`config.mk`:
```
export PLATFORM = sky130hd
export DESIGN_NAME = fsk_mod
export DESIGN_NICKNAME = d
export VERILOG_FILES = /design/src/rtl/fsk_mod.sv
export SDC_FILE = /design/constraint.sdc
export NUM_CORES = 1
export LEC_CHECK = 0
export CAP_MARGIN = 40
export CELL_PAD_IN_SITES_DETAIL_PLACEMENT = 0
export CELL_PAD_IN_SITES_GLOBAL_PLACEMENT = 1
export CORE_MARGIN = 3
export CORE_UTILIZATION = 35
export DETAILED_ROUTE_END_ITERATION = 7
export PLACE_DENSITY = 0.65
export RECOVER_POWER = 50
export SLEW_MARGIN = 20
export SYNTH_ARGS = -nofsm -noshare
export SYNTH_HDL_FRONTEND = slang
export SYNTH_SLANG_ARGS = --single-unit
```
`constraint.sdc`:
```
create_clock -name sysclk -period 4.4 [get_ports sysclk]
set_input_delay 1.1 -clock sysclk [delete_from_list [all_inputs] [get_ports sysclk]]
set_output_delay 1.1 -clock sysclk [all_outputs]
set_load 0.005 [all_outputs]
```
`src/rtl/fsk_mod.sv`:
```
// rtl/fsk_mod.sv - binary FSK modulator, one byte per frame, LSB first
// Optional preamble (8 symbols of 8'h55) enabled by defining FSK_MOD_PREAMBLE_EN.
module fsk_mod #(
  parameter int SYM_LEN = 16,
  parameter int HALF1   = 2,
  parameter int HALF0   = 8
) (
  input  logic       sysclk,
  input  logic       reset,
  input  logic [7:0] data_in,
  input  logic       data_valid,
  output logic       data_ready,
  output logic       sig_rf,
  output logic       trans_enable,
  output logic       bit_strobe
);

  typedef enum logic [1:0] {S_IDLE, S_PRE, S_DATA, S_GUARD} state_t;

  localparam logic [4:0] SYM_LAST = 5'(SYM_LEN - 1);
  localparam logic [4:0] SYM_PEN  = 5'(SYM_LEN - 2);
  localparam logic [4:0] TGL1     = 5'(HALF1 - 1);
  localparam logic [4:0] TGL0     = 5'(HALF0 - 1);

  state_t     state_q;
  logic [7:0] shreg_q;
  logic [2:0] bit_cnt_q, bit_cnt_d;
  logic [4:0] sym_cnt_q, sym_cnt_d;
  logic [4:0] tgl_cnt_q, tgl_cnt_d;
  logic       sig_rf_q, trans_enable_q, bit_strobe_q;
  logic       sym_end, tgl_hit, last_bit;
`ifdef FSK_MOD_PREAMBLE_EN
  logic [7:0] data_q;
`endif

  always_comb begin
    sym_end   = (sym_cnt_q == SYM_LAST);
    tgl_hit   = (tgl_cnt_q == (shreg_q[0] ? TGL1 : TGL0));
    last_bit  = (bit_cnt_q == 3'd7);
    sym_cnt_d = sym_end ? 5'd0 : sym_cnt_q + 5'd1;
    // Toggle phase restarts at every symbol, but the line level carries over.
    tgl_cnt_d = (sym_end || tgl_hit) ? 5'd0 : tgl_cnt_q + 5'd1;
    bit_cnt_d = last_bit ? 3'd0 : bit_cnt_q + 3'd1;
  end

  always_ff @(posedge sysclk or negedge reset) begin
    if (!reset) begin
      state_q        <= S_IDLE;
      shreg_q        <= '0;
      bit_cnt_q      <= '0;
      sym_cnt_q      <= '0;
      tgl_cnt_q      <= '0;
      sig_rf_q       <= 1'b0;
      trans_enable_q <= 1'b0;
      bit_strobe_q   <= 1'b0;
`ifdef FSK_MOD_PREAMBLE_EN
      data_q         <= '0;
`endif
    end else begin
      bit_strobe_q <= 1'b0;
      case (state_q)
        S_IDLE: begin
          if (data_valid) begin
            bit_cnt_q      <= '0;
            sym_cnt_q      <= '0;
            tgl_cnt_q      <= '0;
            trans_enable_q <= 1'b1;
`ifdef FSK_MOD_PREAMBLE_EN
            data_q  <= data_in;
            shreg_q <= 8'h55;
            state_q <= S_PRE;
`else
            shreg_q <= data_in;
            state_q <= S_DATA;
`endif
          end
        end
`ifdef FSK_MOD_PREAMBLE_EN
        S_PRE,
`endif
        S_DATA: begin
          sym_cnt_q <= sym_cnt_d;
          tgl_cnt_q <= tgl_cnt_d;
          if (tgl_hit) sig_rf_q <= ~sig_rf_q;
          // Registered strobe: set one cycle early so it lands on the last symbol cycle.
          if (state_q == S_DATA && sym_cnt_q == SYM_PEN) bit_strobe_q <= 1'b1;
          if (sym_end) begin
            shreg_q   <= shreg_q >> 1;
            bit_cnt_q <= bit_cnt_d;
            if (last_bit) begin
`ifdef FSK_MOD_PREAMBLE_EN
              if (state_q == S_DATA) begin
                state_q <= S_GUARD;
              end else begin
                shreg_q <= data_q;
                state_q <= S_DATA;
              end
`else
              state_q <= S_GUARD;
`endif
            end
          end
        end
        S_GUARD: begin
          sym_cnt_q <= sym_cnt_d;
          if (sym_end) begin
            state_q        <= S_IDLE;
            trans_enable_q <= 1'b0;
          end
        end
        default: state_q <= S_IDLE;
      endcase
    end
  end

  assign data_ready   = (state_q == S_IDLE);
  assign sig_rf       = sig_rf_q;
  assign trans_enable = trans_enable_q;
  assign bit_strobe   = bit_strobe_q;

endmodule

```
== Word-level counts from Yosys, hierarchy flattened ==
Index checks and enable logic that the tools add are counted.
Widths: inputs -> output; s select.
Cells by class
  add/sub/neg operators: 3
  equality and inequality tests: 10
  mux-type cells: 23
  bitwise logic cells: 1
  reductions and logical operators: 13
Operator list (number)
  $pmux 5 s2: 2
  $mux 8: 2
  $pmux 8 s2: 1
  $mux 5: 3
  $mux 3: 4
  $add 5x1->5 const B: 2
  $eq 5x4->1 const B: 2
  $mux 2: 4
  $ne 2x2->1 const B: 4
  $pmux 2 s3: 1
  $pmux 3 s2: 1
  $reduce_and 2->1: 3
  $reduce_and 3->1: 2
  $reduce_bool 2->1: 3
  $eq 5x3->1: 1
  $eq 2x2->1 const B: 2
  $mux 1: 4
  $reduce_and 4->1: 1
  $add 3x1->3 const B: 1
  $eq 3x3->1 const B: 1
  $logic_not 2->1: 1
  $pmux 1 s2: 1
  $reduce_or 2->1: 1
  $logic_and 1x1->1: 1
  2 further kinds: 2
Word-level totals
  register bits after elaboration: 26
  bits of input ports: 11
  output and inout port bits: 4

== Longest topological paths before layout ==
  depth after elaboration: 5
  depth in mapped cells: 6

== Worst setup path before layout ==
OpenSTA, ideal clock, no wires.
  kind: input to register
  start point: in data_valid
  end point: reg bit_cnt_q[1]
  library setup time: 0.126 ns
  arrival time: 1.791 ns
  required time: 4.274 ns
  path slack: 2.483 ns
  stages: 5
  cell sequence: o21bai_1 a21oi_2 buf_4 nand3_1 o21ai_0
On the way
  word-level cells in the longest chain between the ends: 2
RTL lines
  from (decl): RTL line 11  | input logic data_valid,
  $ne 2x2->1 (no line)
  $reduce_and 3->1 (no line)
  to (signal assigned): RTL line 89  | bit_cnt_q <= bit_cnt_d;
  to (decl): RTL line 27  | logic [2:0] bit_cnt_q, bit_cnt_d;
Every way passes these cells.
A chain may end at the register's enable or synchronous reset.

== Final worst setup path ==
  start point: in data_valid
  end point: reg bit_cnt_q[0]
The elaborated chain is that of the path after synthesis.

==> run metrics <==
ANT nets after route=0; P_int=0.593 mW; combinational fraction of design power=0.421; post-DR vias/cell=5.01; starting density of the core=0.377; worst hold slack=473 ps; placed instance count=194; # clock sinks=26; Critical Path RT=4550 ps; Slowest cell on crit path=a21oi_2; setup TNS=0 ps; Post-Synthesis Cell Area=0.00130 mm^2; post-layout minimum cycle time=2690 ps; Post-CTS Setup Bufs=0; critical path capture point=bit_cnt_q[0]$_DFFE_PN0P_; hold depth=1; worst path bufs/invs=1; final hold violations=0; Post-DP Area=0.00148 mm^2; die height=66.9 um; worst min path class=register to register; RSZ-0062 raised after global routing=false; CP Depth=4; Row Count=21; critical path class=input port to register; TritonCTS clock tree=built; CP max FO=21; insertion delay to the later sink of the worst-skew pair=260 ps; fmax=372 MHz; Worst Path Arrival=2840 ps; R2R cell count=3; area of the die=0.00448 mm^2; P per Cell Area=658 mW/mm^2; P_leak=0.676 nW; Seq pwr share=0.450; #FFs+latches synth=26; Worst Tran Pin Value=1410 ps; Die X=66.9 um; nature of the critical path endpoint=register; clock skew=1.88 ps; Seq/Total Area, Yosys=0.501; I/O pins=15; Critical path origin=data_valid; Slew headroom=0.0627; Global Route Usage Sum=0.129; DRC Markers=0; CTS buffer count=3; antenna violations before repair=0; Resized cells post-CTS=0; H-tree depth=1; critical path launch point type=input port; clock tree buffer depth=2; first-pass GRT wire length=4400 um; pin count of the biggest net entering global routing=27; total number of vias=986; status=completed; R2R Setup Slk=2280 ps; Filler Cell Count=344; DR iter-0 viols=23; Psw=0.405 mW; nets=169; Synth area leader=dfrtp_1; Routability Congestion=0.748; maxcap violations=0; synthesized instance count=138; Clock Pin Slew Worst Setup and Hold Paths=80 ps; delay-heaviest family, CP=compound AO/OA/AOI/OAI gates; DR WL/cell=12.7 um; total number of yosys warnings=0; share of cells above drive strength 1=0.0530; Syn Nets=154; Core Region=0.00344 mm^2; Syn Area/Cell=9.41 um^2; synthesis-to-layout area growth=16.9%; worst-path cell chain=clkdlybuf4s50_1 > o21bai_1 > a21oi_2 > mux2_2; fin area=0.00152 mm^2; vias in the first global route=967; top post-synthesis cells by area=dfrtp_1, nand2_1, o21ai_0, ha_1, nor2_1; routed wire length=2510 um; worst reg2reg startpoint=state_q[1]$_DFFE_PN0P_; post-layout util=0.441; max incr delay on CP=670 ps; root buffer cell=clkbuf_8; Antenna Cells=0; post-synth top area share=0.501; Period Utilization, post-route=0.611; synth unique cells=37; Pre-antenna DRT Iters=4; port buffer count=14; Post-Layout Cell Count=197; CTS Hold Bufs=0; Critical R2R Capture=bit_cnt_q[0]$_DFFE_PN0P_; post-DP HPWL=1790 um; switching share of power=0.406; grt ovf=0; max-slew violation count=0; Clk pwr share=0.128; Final Setup Violations=0; Peak VDD IR=0.264 mV
-- cells by family (layout without fill, tap and decap cells) --
logic type / after synthesis / after routing / synth area share
AND/OR/NAND/NOR: 61 / 61 / 0.234
AO/OA/AOI/OAI: 31 / 31 / 0.156
flip-flops: 26 / 26 / 0.501
buffers and inverters: 12 / 25 / 0.0385
adder cells (fa/ha/maj): 5 / 5 / 0.0482
XOR/XNOR: 2 / 2 / 0.0135
multiplexers: 1 / 1 / 0.00867
-- cell usage after synthesis, drive strengths merged --
cell type   n
nand2      28
dfrtp      26
nor2       13
o21ai      13
a31oi       7
inv         7
ha          5
nand3       5
clkbuf      3
and3        2
buf         2
nand2b      2
nand4b      2
o31ai       2
a211oi      1
a21oi       1
a311oi      1
a31o        1
and2b       1
and4b       1
mux2        1
nand3b      1
nand4       1
nor2b       1
nor3        1
o211a       1
o21a        1
o21bai      1
o22ai       1
o311ai      1
or2         1
or3b        1
or4b        1
xnor2       1
xor2        1
-- power groups by stage --
| stage | combinational (mW) | clock (mW) | sequential (mW) |
|---|---|---|---|
| after global routing | 0.491 | 0.142 | 0.469 |
| final | 0.421 | 0.128 | 0.449 |
| after global placement | 0.416 | 0 | 0.449 |
| after floorplan | 0.344 | 0 | 0.421 |
| after CTS | 0.432 | 0.136 | 0.449 |
| after detailed placement | 0.431 | 0 | 0.454 |
-- worst min path at each step --
| stage | endpoint | start |
|---|---|---|
| 2_1_floorplan | sig_rf$_DFFE_PN0P_ | sig_rf$_DFFE_PN0P_ |
| 3_3_place_gp | sig_rf$_DFFE_PN0P_ | sig_rf$_DFFE_PN0P_ |
| 3_5_place_dp | sig_rf$_DFFE_PN0P_ | sig_rf$_DFFE_PN0P_ |
| 6_report | sig_rf$_DFFE_PN0P_ | sig_rf$_DFFE_PN0P_ |
| 4_1_cts | sig_rf$_DFFE_PN0P_ | sig_rf$_DFFE_PN0P_ |
| 5_1_grt | sig_rf$_DFFE_PN0P_ | sig_rf$_DFFE_PN0P_ |
-- layout by cell type (no fill, tap or decap), types with 3 or more instances in the layout --
master / synthesis / final
nand2_1: 28 / 28
dfrtp_1: 26 / 26
nor2_1: 13 / 13
o21ai_0: 13 / 13
clkdlybuf4s50_1: 0 / 13
inv_1: 7 / 7
a31oi_1: 7 / 7
nand3_1: 5 / 5
ha_1: 5 / 5
clkbuf_8: 0 / 3
-- routing by layer --
| layer | GRT usage | vias to the layer above | wire [um] |
|---|---|---|---|
| li1 | - | 503 | - |
| met1 | 0.164 | 473 | 1210 |
| met2 | 0.218 | 8 | 1220 |
| met3 | 0.0354 | 2 | 55 |
| met4 | 0.0304 | 0 | 20 |
| met5 | 0 | - | 0 |
-- worst reg2reg max path, delay by kind of cell (launching register included) --
family         cells  cell delay (ps)
AO/OA/AOI/OAI      2              970
flip-flops         1              650
multiplexers       1              410
-- area by class of cell --
| class | instances | area (um^2) | share of cell area |
|---|---|---|---|
| flip-flops and latches | 26 | 651 | 0.429 |
| well taps | 46 | 57.6 | 0.0379 |
| multi-input cells | 100 | 598 | 0.394 |
| inverters | 7 | 26.3 | 0.0173 |
| clock buffers | 3 | 41.3 | 0.0272 |
| repair buffers | 15 | 144 | 0.0948 |
-- state kept, by name, indices dropped and copies added (netlist names) --
signal / flops
sym_cnt_q: 5
shreg_q: 8
sig_rf: 1
state_q: 2
tgl_cnt_q: 5
bit_strobe: 1
bit_cnt_q: 3
trans_enable: 1
-- stage by stage --
stage	total power, mW	setup WS, ps
after floorplan	0.765	2480
after global placement	0.866	1460
after detailed placement	0.885	1410
after CTS	1.02	1690
after global routing	1.10	1570
final	0.998	1710
(Power assumes the default switching activity.)
